--- src/rtl/skylark_core.sv ---
// rtl/skylark_core.sv - three-stage (fetch / execute / writeback) RV32I core
// Branches resolve in execute with a one-cycle flush; writeback results forward straight into execute.
module skylark_core (
  input  logic        clk,
  input  logic        reset,
  input  logic [31:0] InstrF,
  input  logic [31:0] ReadData,
  output logic        MemWriteW,
  output logic [31:0] ALUResultW,
  output logic [31:0] WriteData,
  output logic [31:0] PCF
);

  localparam logic [31:0] NOP = 32'h0000_0013;

  localparam logic [6:0] OP_LUI    = 7'b0110111;
  localparam logic [6:0] OP_AUIPC  = 7'b0010111;
  localparam logic [6:0] OP_JAL    = 7'b1101111;
  localparam logic [6:0] OP_JALR   = 7'b1100111;
  localparam logic [6:0] OP_BRANCH = 7'b1100011;
  localparam logic [6:0] OP_LOAD   = 7'b0000011;
  localparam logic [6:0] OP_STORE  = 7'b0100011;
  localparam logic [6:0] OP_IMM    = 7'b0010011;
  localparam logic [6:0] OP_REG    = 7'b0110011;

  logic [31:0] instr_e, pc_e;
  logic [31:0] regs [32];
  logic [4:0]  rd_w;
  logic        reg_write_w, load_w;
  logic [31:0] result_w;

  logic [6:0]  opcode, funct7;
  logic [2:0]  funct3;
  logic [4:0]  rd, rs1, rs2;
  logic [31:0] imm_i, imm_s, imm_b, imm_u, imm_j;
  logic [31:0] src_a, src_b;
  logic        reg_write_e, mem_write_e, load_e, taken;
  logic [31:0] result_e, target;

  function automatic logic [31:0] alu(input logic [2:0] f3, input logic alt,
                                      input logic [31:0] a, input logic [31:0] b);
    logic [4:0] sh;
    sh = b[4:0];
    case (f3)
      3'b000:  alu = alt ? a - b : a + b;
      3'b001:  alu = a << sh;
      3'b010:  alu = {31'd0, $signed(a) < $signed(b)};
      3'b011:  alu = {31'd0, a < b};
      3'b100:  alu = a ^ b;
      3'b101:  alu = alt ? 32'($signed(a) >>> sh) : a >> sh;
      3'b110:  alu = a | b;
      default: alu = a & b;
    endcase
  endfunction

  assign result_w = load_w ? ReadData : ALUResultW;

  assign opcode = instr_e[6:0];
  assign rd     = instr_e[11:7];
  assign funct3 = instr_e[14:12];
  assign rs1    = instr_e[19:15];
  assign rs2    = instr_e[24:20];
  assign funct7 = instr_e[31:25];
  assign imm_i  = {{20{instr_e[31]}}, instr_e[31:20]};
  assign imm_s  = {{20{instr_e[31]}}, instr_e[31:25], instr_e[11:7]};
  assign imm_b  = {{19{instr_e[31]}}, instr_e[31], instr_e[7], instr_e[30:25], instr_e[11:8], 1'b0};
  assign imm_u  = {instr_e[31:12], 12'd0};
  assign imm_j  = {{11{instr_e[31]}}, instr_e[31], instr_e[19:12], instr_e[20], instr_e[30:21], 1'b0};

  // The writeback result bypasses the register file, which also covers same-cycle write/read.
  always_comb begin
    src_a = regs[rs1];
    src_b = regs[rs2];
    if (rs1 == 5'd0) src_a = 32'd0;
    else if (reg_write_w && rd_w == rs1) src_a = result_w;
    if (rs2 == 5'd0) src_b = 32'd0;
    else if (reg_write_w && rd_w == rs2) src_b = result_w;
  end

  always_comb begin
    reg_write_e = 1'b0;
    mem_write_e = 1'b0;
    load_e      = 1'b0;
    taken       = 1'b0;
    result_e    = 32'd0;
    target      = pc_e + imm_b;
    case (opcode)
      OP_LUI: begin
        reg_write_e = 1'b1;
        result_e    = imm_u;
      end
      OP_AUIPC: begin
        reg_write_e = 1'b1;
        result_e    = pc_e + imm_u;
      end
      OP_JAL: begin
        reg_write_e = 1'b1;
        result_e    = pc_e + 32'd4;
        taken       = 1'b1;
        target      = pc_e + imm_j;
      end
      OP_JALR: if (funct3 == 3'b000) begin
        reg_write_e = 1'b1;
        result_e    = pc_e + 32'd4;
        taken       = 1'b1;
        target      = (src_a + imm_i) & ~32'd1;
      end
      OP_BRANCH: begin
        case (funct3)
          3'b000:  taken = src_a == src_b;
          3'b001:  taken = src_a != src_b;
          3'b100:  taken = $signed(src_a) <  $signed(src_b);
          3'b101:  taken = $signed(src_a) >= $signed(src_b);
          3'b110:  taken = src_a <  src_b;
          3'b111:  taken = src_a >= src_b;
          default: taken = 1'b0;
        endcase
      end
      OP_LOAD: if (funct3 == 3'b010) begin
        reg_write_e = 1'b1;
        load_e      = 1'b1;
        result_e    = src_a + imm_i;
      end
      OP_STORE: if (funct3 == 3'b010) begin
        mem_write_e = 1'b1;
        result_e    = src_a + imm_s;
      end
      OP_IMM: begin
        // Shift-immediates carry funct7 in the immediate; any other encoding is treated as a NOP.
        if (!((funct3 == 3'b001 && funct7 != 7'h00) ||
              (funct3 == 3'b101 && funct7 != 7'h00 && funct7 != 7'h20))) begin
          reg_write_e = 1'b1;
          result_e    = alu(funct3, funct3 == 3'b101 && funct7[5], src_a, imm_i);
        end
      end
      OP_REG: begin
        if (funct7 == 7'h00 || (funct7 == 7'h20 && (funct3 == 3'b000 || funct3 == 3'b101))) begin
          reg_write_e = 1'b1;
          result_e    = alu(funct3, funct7[5], src_a, src_b);
        end
      end
      default: ;
    endcase
  end

  always_ff @(posedge clk) begin
    if (!reset) begin
      PCF         <= 32'd0;
      instr_e     <= NOP;
      pc_e        <= 32'd0;
      MemWriteW   <= 1'b0;
      ALUResultW  <= 32'd0;
      WriteData   <= 32'd0;
      rd_w        <= 5'd0;
      reg_write_w <= 1'b0;
      load_w      <= 1'b0;
    end else begin
      PCF         <= taken ? target : PCF + 32'd4;
      instr_e     <= taken ? NOP : InstrF;
      pc_e        <= PCF;
      MemWriteW   <= mem_write_e;
      ALUResultW  <= result_e;
      WriteData   <= src_b;
      rd_w        <= rd;
      reg_write_w <= reg_write_e && rd != 5'd0;
      load_w      <= load_e;
    end
  end

  always_ff @(posedge clk) begin
    if (!reset) begin
      for (int i = 0; i < 32; i++) regs[i] <= 32'd0;
    end else if (reg_write_w) begin
      regs[rd_w] <= result_w;
    end
  end

endmodule

--- config.mk ---
export PLATFORM = sky130hd
export DESIGN_NAME = skylark_core
export DESIGN_NICKNAME = d
export VERILOG_FILES = /design/src/rtl/skylark_core.sv
export SDC_FILE = /design/constraint.sdc
export NUM_CORES = 2
export LEC_CHECK = 0
export BUFFER_PORTS_ARGS = -buffer_cell sky130_fd_sc_hd__buf_2
export CORE_MARGIN = 2
export CORE_UTILIZATION = 65
export CTS_CLUSTER_DIAMETER = 100
export DETAILED_ROUTE_END_ITERATION = 8
export PLACE_DENSITY_LB_ADDON = 0.12
export SYNTH_ARGS = -nofsm -noshare
export SYNTH_HDL_FRONTEND = slang
export SYNTH_SLANG_ARGS = --single-unit
export TNS_END_PERCENT = 50
--- constraint.sdc ---
create_clock -name clk -period 14.8 [get_ports clk]
set_clock_uncertainty 0.1 [all_clocks]
set_input_delay 0 -clock clk [delete_from_list [all_inputs] [get_ports clk]]
set_output_delay 0 -clock clk [all_outputs]
set_load 0.02 [all_outputs]
==> results of run 1 <==
[stage by stage]
stage / utilization / setup WS (ns) / instances / cell area [um2] / hold slack (ns)
after floorplan: - / 8.39 / 7889 / 82700 / 0.00227
after global placement: 0.673 / 5.68 / 9244 / 84700 / 0.0974
after detailed placement: 0.673 / 5.40 / 9245 / 84700 / 0.0875
after CTS: 0.712 / 4.90 / 9557 / 89700 / 0.00329
[synthesized netlist by cell type (33+ instances only)]
cell / number
nand4_1: 83
and2_1: 59
o21bai_1: 40
mux4_1: 33
ha_1: 257
nand3_1: 102
o22a_1: 39
nor2b_1: 34
o31ai_1: 33
a31oi_1: 50
buf_4: 49
xor2_1: 61
edfxtp_1: 1024
mux4_2: 461
a221oi_1: 49
buf_6: 37
dfxtp_1: 168
a21oi_1: 362
a211oi_1: 88
buf_2: 79
nor2_1: 1426
nor3_1: 110
a21o_1: 83
o22ai_1: 88
o21ai_0: 363
o221ai_1: 55
nand2b_1: 38
xnor2_1: 123
clkbuf_1: 462
a22o_1: 49
inv_1: 190
mux2i_1: 403
a22oi_1: 84
buf_1: 56
mux2_2: 76
and3_1: 67
o211ai_1: 60
nand2_1: 547
[cells by family after synthesis]
kind of cell / after synthesis / synth area share
simple gates: 2611 / 0.136
compound gates: 1756 / 0.145
flops: 1192 / 0.412
mux: 975 / 0.196
buf+inv: 906 / 0.0503
fa+ha+maj: 265 / 0.0408
xor+xnor: 184 / 0.0195
[what timing repair did]
action                                 4_1_cts
buffers inserted                             0
hold buffers                                95
endpoints found under the hold margin      581
[routing by layer]
layer / GRT usage / overflow
met1: 0.866 / 57
met2: 0.943 / 161
met3: 0.778 / 46
met4: 0.808 / 136
met5: 0.604 / 12
==> metrics.yaml, run 1 <==
cts:
  cts.path.max_buffers: 3
  cts_buffers: 116
  htreeDepth: 3
  cts_resized: 0
  cts_sinks: 1192
  root_buffer: "clkbuf_16"
yosys:
  synth-async-reset-ratio: 0
  syn-instance-count: 7889
  synth_seq_cells: 1192
  syn_area_mm2: 0.0827
  synth_flop_cell: "edfxtp_1"
  synth-seq-area-share: 0.412
  synth_edf_count: 1024
  yosysTopAreaCell: "edfxtp_1"
  synth_area_leaders: "edfxtp_1, mux4_2, nor2_1, mux2i_1, dfxtp_1"
  synth_cell_types: 113
  yosysTopAreaCellShare: 0.372
  synth.avg_cell_area_um2: 10.5
  syn-num-nets: 8220
  ys_warn_count: 0
floorplan:
  start_util: 0.657
  core.rowCount: 130
  die_h_um: 361
  ios: 163
  die_w_um: 361
status:
  lastStage: "global routing"
  firstError: "[ERROR GRT-0232] Routing congestion too high. Check the congestion heatmap in the GUI."
  run_status: "aborted with a tool error"
placed_design:
  dp_hpwl_mm: 300
  portBuffers: 162
  place_congestion: 1.19
grt:
  grt_max_degree: 110
  track_usage: 0.853
  grt_overflow_total: 412
==> run 2: changes to the inputs <==
--- a/config.mk
+++ b/config.mk
@@ -7,10 +7,9 @@
 export LEC_CHECK = 0
 export BUFFER_PORTS_ARGS = -buffer_cell sky130_fd_sc_hd__buf_2
 export CORE_MARGIN = 2
-export CORE_UTILIZATION = 65
-export CTS_CLUSTER_DIAMETER = 100
+export CORE_UTILIZATION = 40
 export DETAILED_ROUTE_END_ITERATION = 8
-export PLACE_DENSITY_LB_ADDON = 0.12
+export PLACE_DENSITY_LB_ADDON = 0.15
 export SYNTH_ARGS = -nofsm -noshare
 export SYNTH_HDL_FRONTEND = slang
 export SYNTH_SLANG_ARGS = --single-unit
==> metrics.yaml, run 2 <==
status:
  run_status: "completed"
setup_path:
  rrSetupSlack_ns: 5.19
  required_ns: 15.41
  cp-end-kind: "register"
  arrival_ns: 10.21
  cp_max_fo: 103
  crit_path_start_kind: "register"
  critical_path_class: "reg -> reg"
power:
  power_w: 0.0237
  leakage_nw: 33.0
  peakVddDrop_mv: 0.149
  p_per_area_mw_per_mm2: 257
layout:
  final_cell_mix: "nor2_1, edfxtp_1, nand2_1"
  nets: 8218
  area_growth_pct: 11.6
  largest_reg_flops: 1024
  fill_cells: 19304
  layout_commonest_cell: "nor2_1"
  drive_above_1_share: 0.173
  largest-register: "regs"
cts:
  cts.path.max_buffers: 3
  insertion_delay_ns: 0.87
  cts_tree: "done"
  htreeDepth: 4
  root_buffer: "clkbuf_16"
  cts_buffers: 140
  cts_sinks: 1192
  clkTransAtPathRegs_ns: 0.06
sta:
  relSlewSlack: 0.0568
  holdWs_ns: 0.134
  drv_slew: 0
  timing.fmax_mhz: 104
  rsz0062_at_grt: "false"
  fin_crit_sh: 0.649
  hold_viol: 0
  layout_min_cycle_time_ns: 9.61
  tns_ns: 0
  setup_viol: 0
  worst_slew_pin_slew_ns: 1.41
placed_design:
  portBuffers: 162
  place_congestion: 1.11
  dp_hpwl_mm: 296
floorplan:
  die_area_mm2: 0.210
  fp.coreArea_mm2: 0.205
  core.rowCount: 166
  die_h_um: 459
  start_util: 0.403
  ios: 163
  die_w_um: 459
yosys:
  yosysTopAreaCellShare: 0.372
  synth_edf_count: 1024
  synth_cell_types: 113
  syn-instance-count: 7889
  synth_seq_cells: 1192
  yosysTopAreaCell: "edfxtp_1"
  syn-num-nets: 8220
  ys_warn_count: 0
  synth-async-reset-ratio: 0
  synth_top_cells_by_count: "nor2_1, edfxtp_1, nand2_1, clkbuf_1, mux4_2"
  synth-seq-area-share: 0.412
  yosysMostFrequentCell: "nor2_1"
  synth.avg_cell_area_um2: 10.5
  synth_flop_cell: "edfxtp_1"
  syn_area_mm2: 0.0827
  synth_area_leaders: "edfxtp_1, mux4_2, nor2_1, mux2i_1, dfxtp_1"
detailed_routing:
  vias: 74823
  drt_iter0_markers: 12491
  wl_per_cell_um: 41.5
  antenna_left: 0
  drc_errors: 0
  firstDrtPassIters: 8
  via_per_inst: 6.99
  wl_mm: 444
grt:
  grt_pass1_vias: 71272
  grt_max_degree: 108
  grt_pass1_wl_mm: 600
  track_usage: 0.412
  antenna_found_initial: 35
  grt_overflow_total: 0
worst_hold_path:
  hp-class: "in -> reg"
job:
  cap_violations: 0
## run 2: cell counts after synthesis
No cell type changed its count.
## run 2: metrics by stage
stage | setup slack (ns) | instances | util | instance area, um2
after floorplan | 8.39 | 7889 | - | 82700
after global placement | 6.02 | 10308 | 0.422 | 86500
after detailed placement | 5.91 | 10308 | 0.422 | 86500
after CTS | 5.31 | 10679 | 0.450 | 92200
after global routing | 4.80 | 10683 | 0.450 | 92300
final | 5.19 | 10699 | 0.450 | 92300
## run 2: what timing repair did
item	CTS	global route
setup buffers	0	0
hold buffers	125	0
endpoints found under the hold margin	1111	0
resized for setup	0	0
## run 2: power by group
part | internal, W | switching (W) | leakage [nW]
Sequential | 0.00388 | 0.000281 | 11.9
Combinational | 0.00471 | 0.0113 | 18.9
Clock | 0.00195 | 0.00156 | 2.17
## run 2: worst paths after layout
kind | start | endpoint | cells after the start
worst max register to register | instr_e[15]$_SDFF_PP0_ | instr_e[19]$_SDFF_PP0_ | 20
worst max-delay path | instr_e[15]$_SDFF_PP0_ | instr_e[19]$_SDFF_PP0_ | 20
worst min register to register | PCF[1]$_SDFFE_PN0P_ | pc_e[1]$_SDFF_PN0_ | 1
worst min-delay path | reset | rd_w[2]$_SDFF_PN0_ | 3
## run 2: layer usage
| metal | wire length [um] | track usage | vias up |
|---|---|---|---|
| li1 | - | - | 29844 |
| met1 | 160000 | 0.509 | 37648 |
| met2 | 196000 | 0.628 | 5802 |
| met3 | 49600 | 0.105 | 1503 |
| met4 | 38600 | 0.295 | 26 |
| met5 | 222 | 0 | - |
## run 2: layout make-up
class	instances	area, um2	share of cell area
diodes	20	50.0	0.000542
clock buffers	183	3800	0.0412
clock inverters	63	692	0.00750
inverters	204	771	0.00835
multi-input cells	5791	45300	0.490
flip-flops and latches	1192	34200	0.370
well taps	2688	3360	0.0364
repair buffers	558	4200	0.0455
## run 2: kinds of logic after synthesis
family                   share of synthesized area
AND/OR/NAND/NOR                              0.136
multiplexers                                 0.196
adder cells (fa/ha/maj)                     0.0408
flip-flops                                   0.412
buffers and inverters                       0.0503
XOR/XNOR                                    0.0195
AO/OA/AOI/OAI                                0.145
## run 2: critical path, cell delays in order, from the launching register on
cell	delay [ns]
dfxtp_4	0.39
buf_12	0.51
buf_4	0.77
mux4_1	0.64
a22oi_1	0.23
nand4_1	0.27
a32oi_2	0.79
inv_1	0.39
ha_1	0.59
nand3_1	0.17
nor2_1	0.29
nand3_1	0.20
nor4_2	0.74
o21ai_0	0.20
a311oi_1	0.30
a21o_1	0.18
nand3_1	0.69
nor2_4	0.73
buf_4	0.36
and3_1	0.19
dlygate4sd3_1	0.54
Note: power is estimated with default switching activity, not from simulation.
